--- src/rtl/display_capture.sv ---
// Display-side receiver for the multiplexed 7-segment digit bus: debounces each
// select/value pair and demultiplexes accepted pairs into a parallel BCD array.
package digito_pkg;
    typedef logic [3:0] BCDnumber_t;
endpackage

module display_capture
    import digito_pkg::*;
#(
    parameter int NRO_DIGITOS   = 4,
    parameter int STABLE_CYCLES = 4
) (
    input  logic                         clk,
    input  logic                         rst,
    input  logic [5:0]                   in_digit_select,
    input  BCDnumber_t                   in_digit_number,
    output BCDnumber_t [NRO_DIGITOS-1:0] num,
    output logic [NRO_DIGITOS-1:0]       digit_valid,
    output logic                         frame_done,
    output logic                         err_sel,
    output logic                         err_bcd
);
    localparam int CW = $clog2(STABLE_CYCLES + 1);

    typedef enum logic [1:0] {IDLE, DWELL, HELD} state_t;

    state_t                       state_reg, state_next;
    logic [5:0]                   prev_sel_reg;
    BCDnumber_t                   prev_num_reg;
    logic [CW-1:0]                cnt_reg, cnt_next;
    BCDnumber_t [NRO_DIGITOS-1:0] num_reg, num_next;
    logic [NRO_DIGITOS-1:0]       valid_reg, valid_next;
    logic [NRO_DIGITOS-1:0]       mask_reg, mask_next, mask_acc;
    logic                         frame_reg, frame_next;
    logic                         err_sel_reg, err_sel_next;
    logic                         err_bcd_reg, err_bcd_next;

    logic [NRO_DIGITOS-1:0]       legal_vec;
    logic                         legal, blank, same, reach;

    genvar gi;
    generate
        for (gi = 0; gi < NRO_DIGITOS; gi++) begin : g_decode
            assign legal_vec[gi] = (in_digit_select == ~(6'd1 << gi));
        end
    endgenerate

    assign legal = |legal_vec;
    assign blank = &in_digit_select;
    assign same  = (in_digit_select == prev_sel_reg) && (in_digit_number == prev_num_reg);
    // The edge on which the count would reach STABLE_CYCLES is the accept edge.
    assign reach = same && (cnt_reg == CW'(STABLE_CYCLES - 1));

    always_comb begin
        state_next   = state_reg;
        cnt_next     = CW'(1);
        num_next     = num_reg;
        valid_next   = valid_reg;
        mask_next    = mask_reg;
        mask_acc     = mask_reg | legal_vec;
        frame_next   = 1'b0;
        err_sel_next = 1'b0;
        err_bcd_next = 1'b0;

        if (same) begin
            cnt_next = (cnt_reg == CW'(STABLE_CYCLES)) ? cnt_reg : cnt_reg + CW'(1);
        end

        case (state_reg)
            IDLE, HELD: begin
                if (!same) state_next = DWELL;
            end
            DWELL: begin
                if (reach) begin
                    if (blank) begin
                        state_next = IDLE;
                    end else begin
                        state_next = HELD;
                        if (!legal) begin
                            err_sel_next = 1'b1;
                        end else if (in_digit_number > 4'd9) begin
                            err_bcd_next = 1'b1;
                        end else begin
                            for (int i = 0; i < NRO_DIGITOS; i++) begin
                                if (legal_vec[i]) num_next[i] = in_digit_number;
                            end
                            valid_next = valid_reg | legal_vec;
                            // The completing position starts the next frame empty.
                            if (&mask_acc) begin
                                frame_next = 1'b1;
                                mask_next  = '0;
                            end else begin
                                mask_next  = mask_acc;
                            end
                        end
                    end
                end
            end
            default: state_next = IDLE;
        endcase
    end

    always_ff @(posedge clk or posedge rst) begin
        if (rst) begin
            state_reg    <= IDLE;
            prev_sel_reg <= 6'b11_1111;
            prev_num_reg <= '0;
            cnt_reg      <= '0;
            num_reg      <= '0;
            valid_reg    <= '0;
            mask_reg     <= '0;
            frame_reg    <= 1'b0;
            err_sel_reg  <= 1'b0;
            err_bcd_reg  <= 1'b0;
        end else begin
            state_reg    <= state_next;
            prev_sel_reg <= in_digit_select;
            prev_num_reg <= in_digit_number;
            cnt_reg      <= cnt_next;
            num_reg      <= num_next;
            valid_reg    <= valid_next;
            mask_reg     <= mask_next;
            frame_reg    <= frame_next;
            err_sel_reg  <= err_sel_next;
            err_bcd_reg  <= err_bcd_next;
        end
    end

    assign num         = num_reg;
    assign digit_valid = valid_reg;
    assign frame_done  = frame_reg;
    assign err_sel     = err_sel_reg;
    assign err_bcd     = err_bcd_reg;

endmodule

--- config.mk ---
export PLATFORM = sky130hd
export DESIGN_NAME = display_capture
export DESIGN_NICKNAME = d
export VERILOG_FILES = /design/src/rtl/display_capture.sv
export SDC_FILE = /design/constraint.sdc
export NUM_CORES = 1
export LEC_CHECK = 0
export ABC_AREA = 1
export BUFFER_PORTS_ARGS = -buffer_cell sky130_fd_sc_hd__clkbuf_2
export CAP_MARGIN = 10
export CORE_MARGIN = 2
export CORE_UTILIZATION = 46
export CTS_CLUSTER_DIAMETER = 30
export DETAILED_ROUTE_END_ITERATION = 8
export GPL_TIMING_DRIVEN = 0
export PLACE_DENSITY = 0.76
export SETUP_SLACK_MARGIN = 0.3
export SLEW_MARGIN = 15
export SYNTH_ARGS = -nofsm -noshare
export SYNTH_HDL_FRONTEND = slang
export SYNTH_SLANG_ARGS = --single-unit
--- constraint.sdc ---
create_clock -name clk -period 1.9 [get_ports clk]
set_clock_uncertainty 0.15 [all_clocks]
set_input_delay 0.095 -clock clk [delete_from_list [all_inputs] [get_ports clk]]
set_output_delay 0.095 -clock clk [all_outputs]
set_load 0.02 [all_outputs]
==> flow_summary.ini <==
[floorplan]
die-area_um2 = 4830
rows = 23
io_pins = 35
start_util = 0.486
die_w_um = 69.5
core_area_um2 = 4060
die_height_um = 69.5

[sta]
max_freq_mhz = 540
hold_violations = 0
fin_crit_ns = 1.85
period_share = 0.975
worst_pin_slew_ns = 0.454
final-max-slew-violation-count = 0
relSlewSlack = 0.697
rsz0062_at_grt = true
setup-violations-final = 0

[power_and_ir_drop]
p_sw_mw = 0.410
swShare = 0.245
power_frac_seq = 0.549
peakVddDrop_mv = 0.362
power_density_nw_per_um2 = 639
clock_power_share = 0.356
p_total_mw = 1.67
combPwrFrac = 0.095
p_leak_nw = 1.42
p_int_mw = 1.26

[logic_synthesis]
syn-num-nets = 261
netlist_instances = 246
ys_ff_latch = 42
syn_avg_cell_area_um2 = 8.02
synth_commonest_cells = nand2_1, inv_1, dfrtp_1, nor2_1, o21ai_1
synth_top_area_frac = 0.457
synth_top_family_by_area = simple AND/OR/NAND/NOR gates
yosys_most_used_dff = dfrtp_1
syn_area_um2 = 1970
synth-compound-area-share = 0.0514
seq_area_frac_synth = 0.537
synth-simple-area-share = 0.299
synth_most_common_cell = nand2_1
muxShareOfSynthArea = 0
yosys_warnings = 0
async_reset_ff_frac = 1.00
synth_area_leaders = dfrtp_1, nand2_1, inv_1
synth_top_area_cell = dfrtp_1
synth_cell_type_count = 22
synth_edf_count = 0
synth_adder_area_share = 0.0190
synthXorXnorAreaFrac = 0

[clock_network]
h-tree-depth = 2
clk_pin_slew_worst_paths_ns = 0.08
cts_buffers = 5
root_buffer = clkbuf_8
numClockSinks = 42
cts_tree = built
clock_latency_ns = 0.30
clk_path_buf_depth = 2

[critical_path]
cp_max_fo = 4
worst-path-buf-inv = 2
cp_slowest_cell = dfstp_2
worst-path-stages = 10
slowest_delay_ns = 0.54
path_delay_family = simple AND/OR/NAND/NOR gates
crit_arrival_ns = 1.88
r2r_slack_ns = 0.05
cpMostUsedCell = nand2_1
cp-end-kind = register
worstPathCellList = inv_2 -> nand2_1 -> nand2_2 -> nor2_4 -> nand3_2 -> nor3_4 -> buf_6 -> nand4_1 -> nand2_1 -> nand2_1
start_kind = register
critical_path_class = register to register
worst_r2r_path_depth = 10
required_ns = 1.93

[detailed_routing]
drt-total-wl_um = 4320
drtIter0Drc = 99
routed_via_density = 4.76
via_count = 1701
first_pass_iters = 4
wire_per_inst_um = 12.1
drc = 0
ant_nets = 0

[grt]
grt_overflow = 0
grt_usage = 0.183
grt_pass1_wl_um = 7140
grt_pass1_vias = 1618
grt_max_degree = 24
antenna_found_initial = 0

[status]
status = finished clean

[placed_design]
gp_congestion = 0.726
numPortBuffers = 34
place_hpwl_um = 2780
postPlaceCellArea_um2 = 2230

[final_layout]
fin_nets = 321
design_area_um2 = 2620
largest_register_ffs = 16
num_antenna_cells = 0
final_layout_size_suffix_gt1_frac = 0.296
area_growth_syn_to_layout_pct = 32.6

[min_path]
hold_class = primary input to register
hold_depth = 3

[run]
cap_violations = 0
[layout make-up]
type,count,area (um^2)
Sequential cell,42,1060
Clock buffer,6,82.6
Fill cell,341,1440
Timing Repair Buffer,53,372
Tap cell,50,62.6
Multi-Input combinational cell,155,842
Buffer,1,5.00
Clock inverter,2,12.5
Inverter,48,180
[cells in the final DEF, fill, tap and decap left out]
cell           netlist  routed
o21ai_0              4       3
buf_6                0       3
nor2_4               1       5
nand3_2              3       2
clkinv_2             0       1
dlygate4sd3_1        0      11
o21ai_1             12      13
inv_1               45      42
nor2_2               2       4
clkbuf_8             0       6
buf_4                0       4
and2_4               0       1
nand3_4              1       4
nor3_2               1       1
nand2_4              0       1
buf_16               0       1
dfstp_2              6       6
nand3_1              7       5
a21oi_1              3       2
o22ai_2              0       1
nor2_1              24      18
nand2_1             83      76
a21oi_2              0       1
buf_2                1       1
clkinvlp_4           0       1
dfrtp_1             36      36
clkbuf_2             0      34
nand2_2              0       6
nor3_4               1       2
ha_1                 3       3
inv_2                3       6
nand4_1              7       7
[what timing repair did]
item	CTS	global route
setup endpoints to repair	30	31
resized for setup	12	21
hold buffers	11	0
pin swaps	9	10
endpoints found under the hold margin	52	0
setup buffers	4	3
[metrics by stage]
step	cells	setup WS (ns)	hold slack, ns	utilization	TNS, ns
floorplan	246	0.145	-0.0505	-	0
global placement	330	-0.0811	0.0700	0.543	-0.969
detailed placement	331	-0.119	-0.0369	0.550	-1.48
CTS	354	-0.00470	0.00937	0.622	-0.00470
global route	357	-0.0920	0.0391	0.644	-1.33
finish	357	0.0480	0.00927	0.644	0
[worst reg2reg max path, stage by stage (launching register included)]
cell and delay, ns:
dfstp_2 0.54, inv_2 0.03, nand2_1 0.06, nand2_2 0.07, nor2_4 0.13, nand3_2 0.11
nor3_4 0.17, buf_6 0.14, nand4_1 0.17, nand2_1 0.13, nand2_1 0.06
[final timing paths]
kind	startpoint	to
worst max-delay path	prev_sel_reg[3]$_DFF_PP1_	mask_reg[3]$_DFFE_PP0P_
worst min-delay path	in_digit_number[0]	num[0]$_DFFE_PP0P_
worst max register to register	prev_sel_reg[3]$_DFF_PP1_	mask_reg[3]$_DFFE_PP0P_
worst min register to register	digit_valid[1]$_DFFE_PP0P_	digit_valid[1]$_DFFE_PP0P_
max in group asynchronous	rst	state_reg[1]$_DFFE_PP0P_
min in group asynchronous	rst	num[0]$_DFFE_PP0P_
[power groups by stage]
stage	Combinational [mW]	Clock [mW]	Sequential [mW]
6_report	0.158	0.596	0.918
5_1_grt	0.179	0.652	0.919
4_1_cts	0.142	0.609	0.917
3_5_place_dp	0.116	0	0.934
3_3_place_gp	0.107	0	0.933
2_1_floorplan	0.0732	0	0.933
[per-layer routing]
metal  wire [um]  global-route usage  up-vias
li1            -                   -      873
met1        1890               0.237      795
met2        2200               0.301       27
met3         164              0.0436        6
met4          64              0.0654        0
met5           0                   0        -
[cell families (layout without fill, tap and decap cells)]
group / Yosys count / after routing
adders and majority gates: 3 / 3
and+or+nand+nor: 132 / 132
buffers and inverters: 49 / 110
DFF: 42 / 42
AOI/OAI and AO/OA: 20 / 20
(Power assumes the default switching activity.)
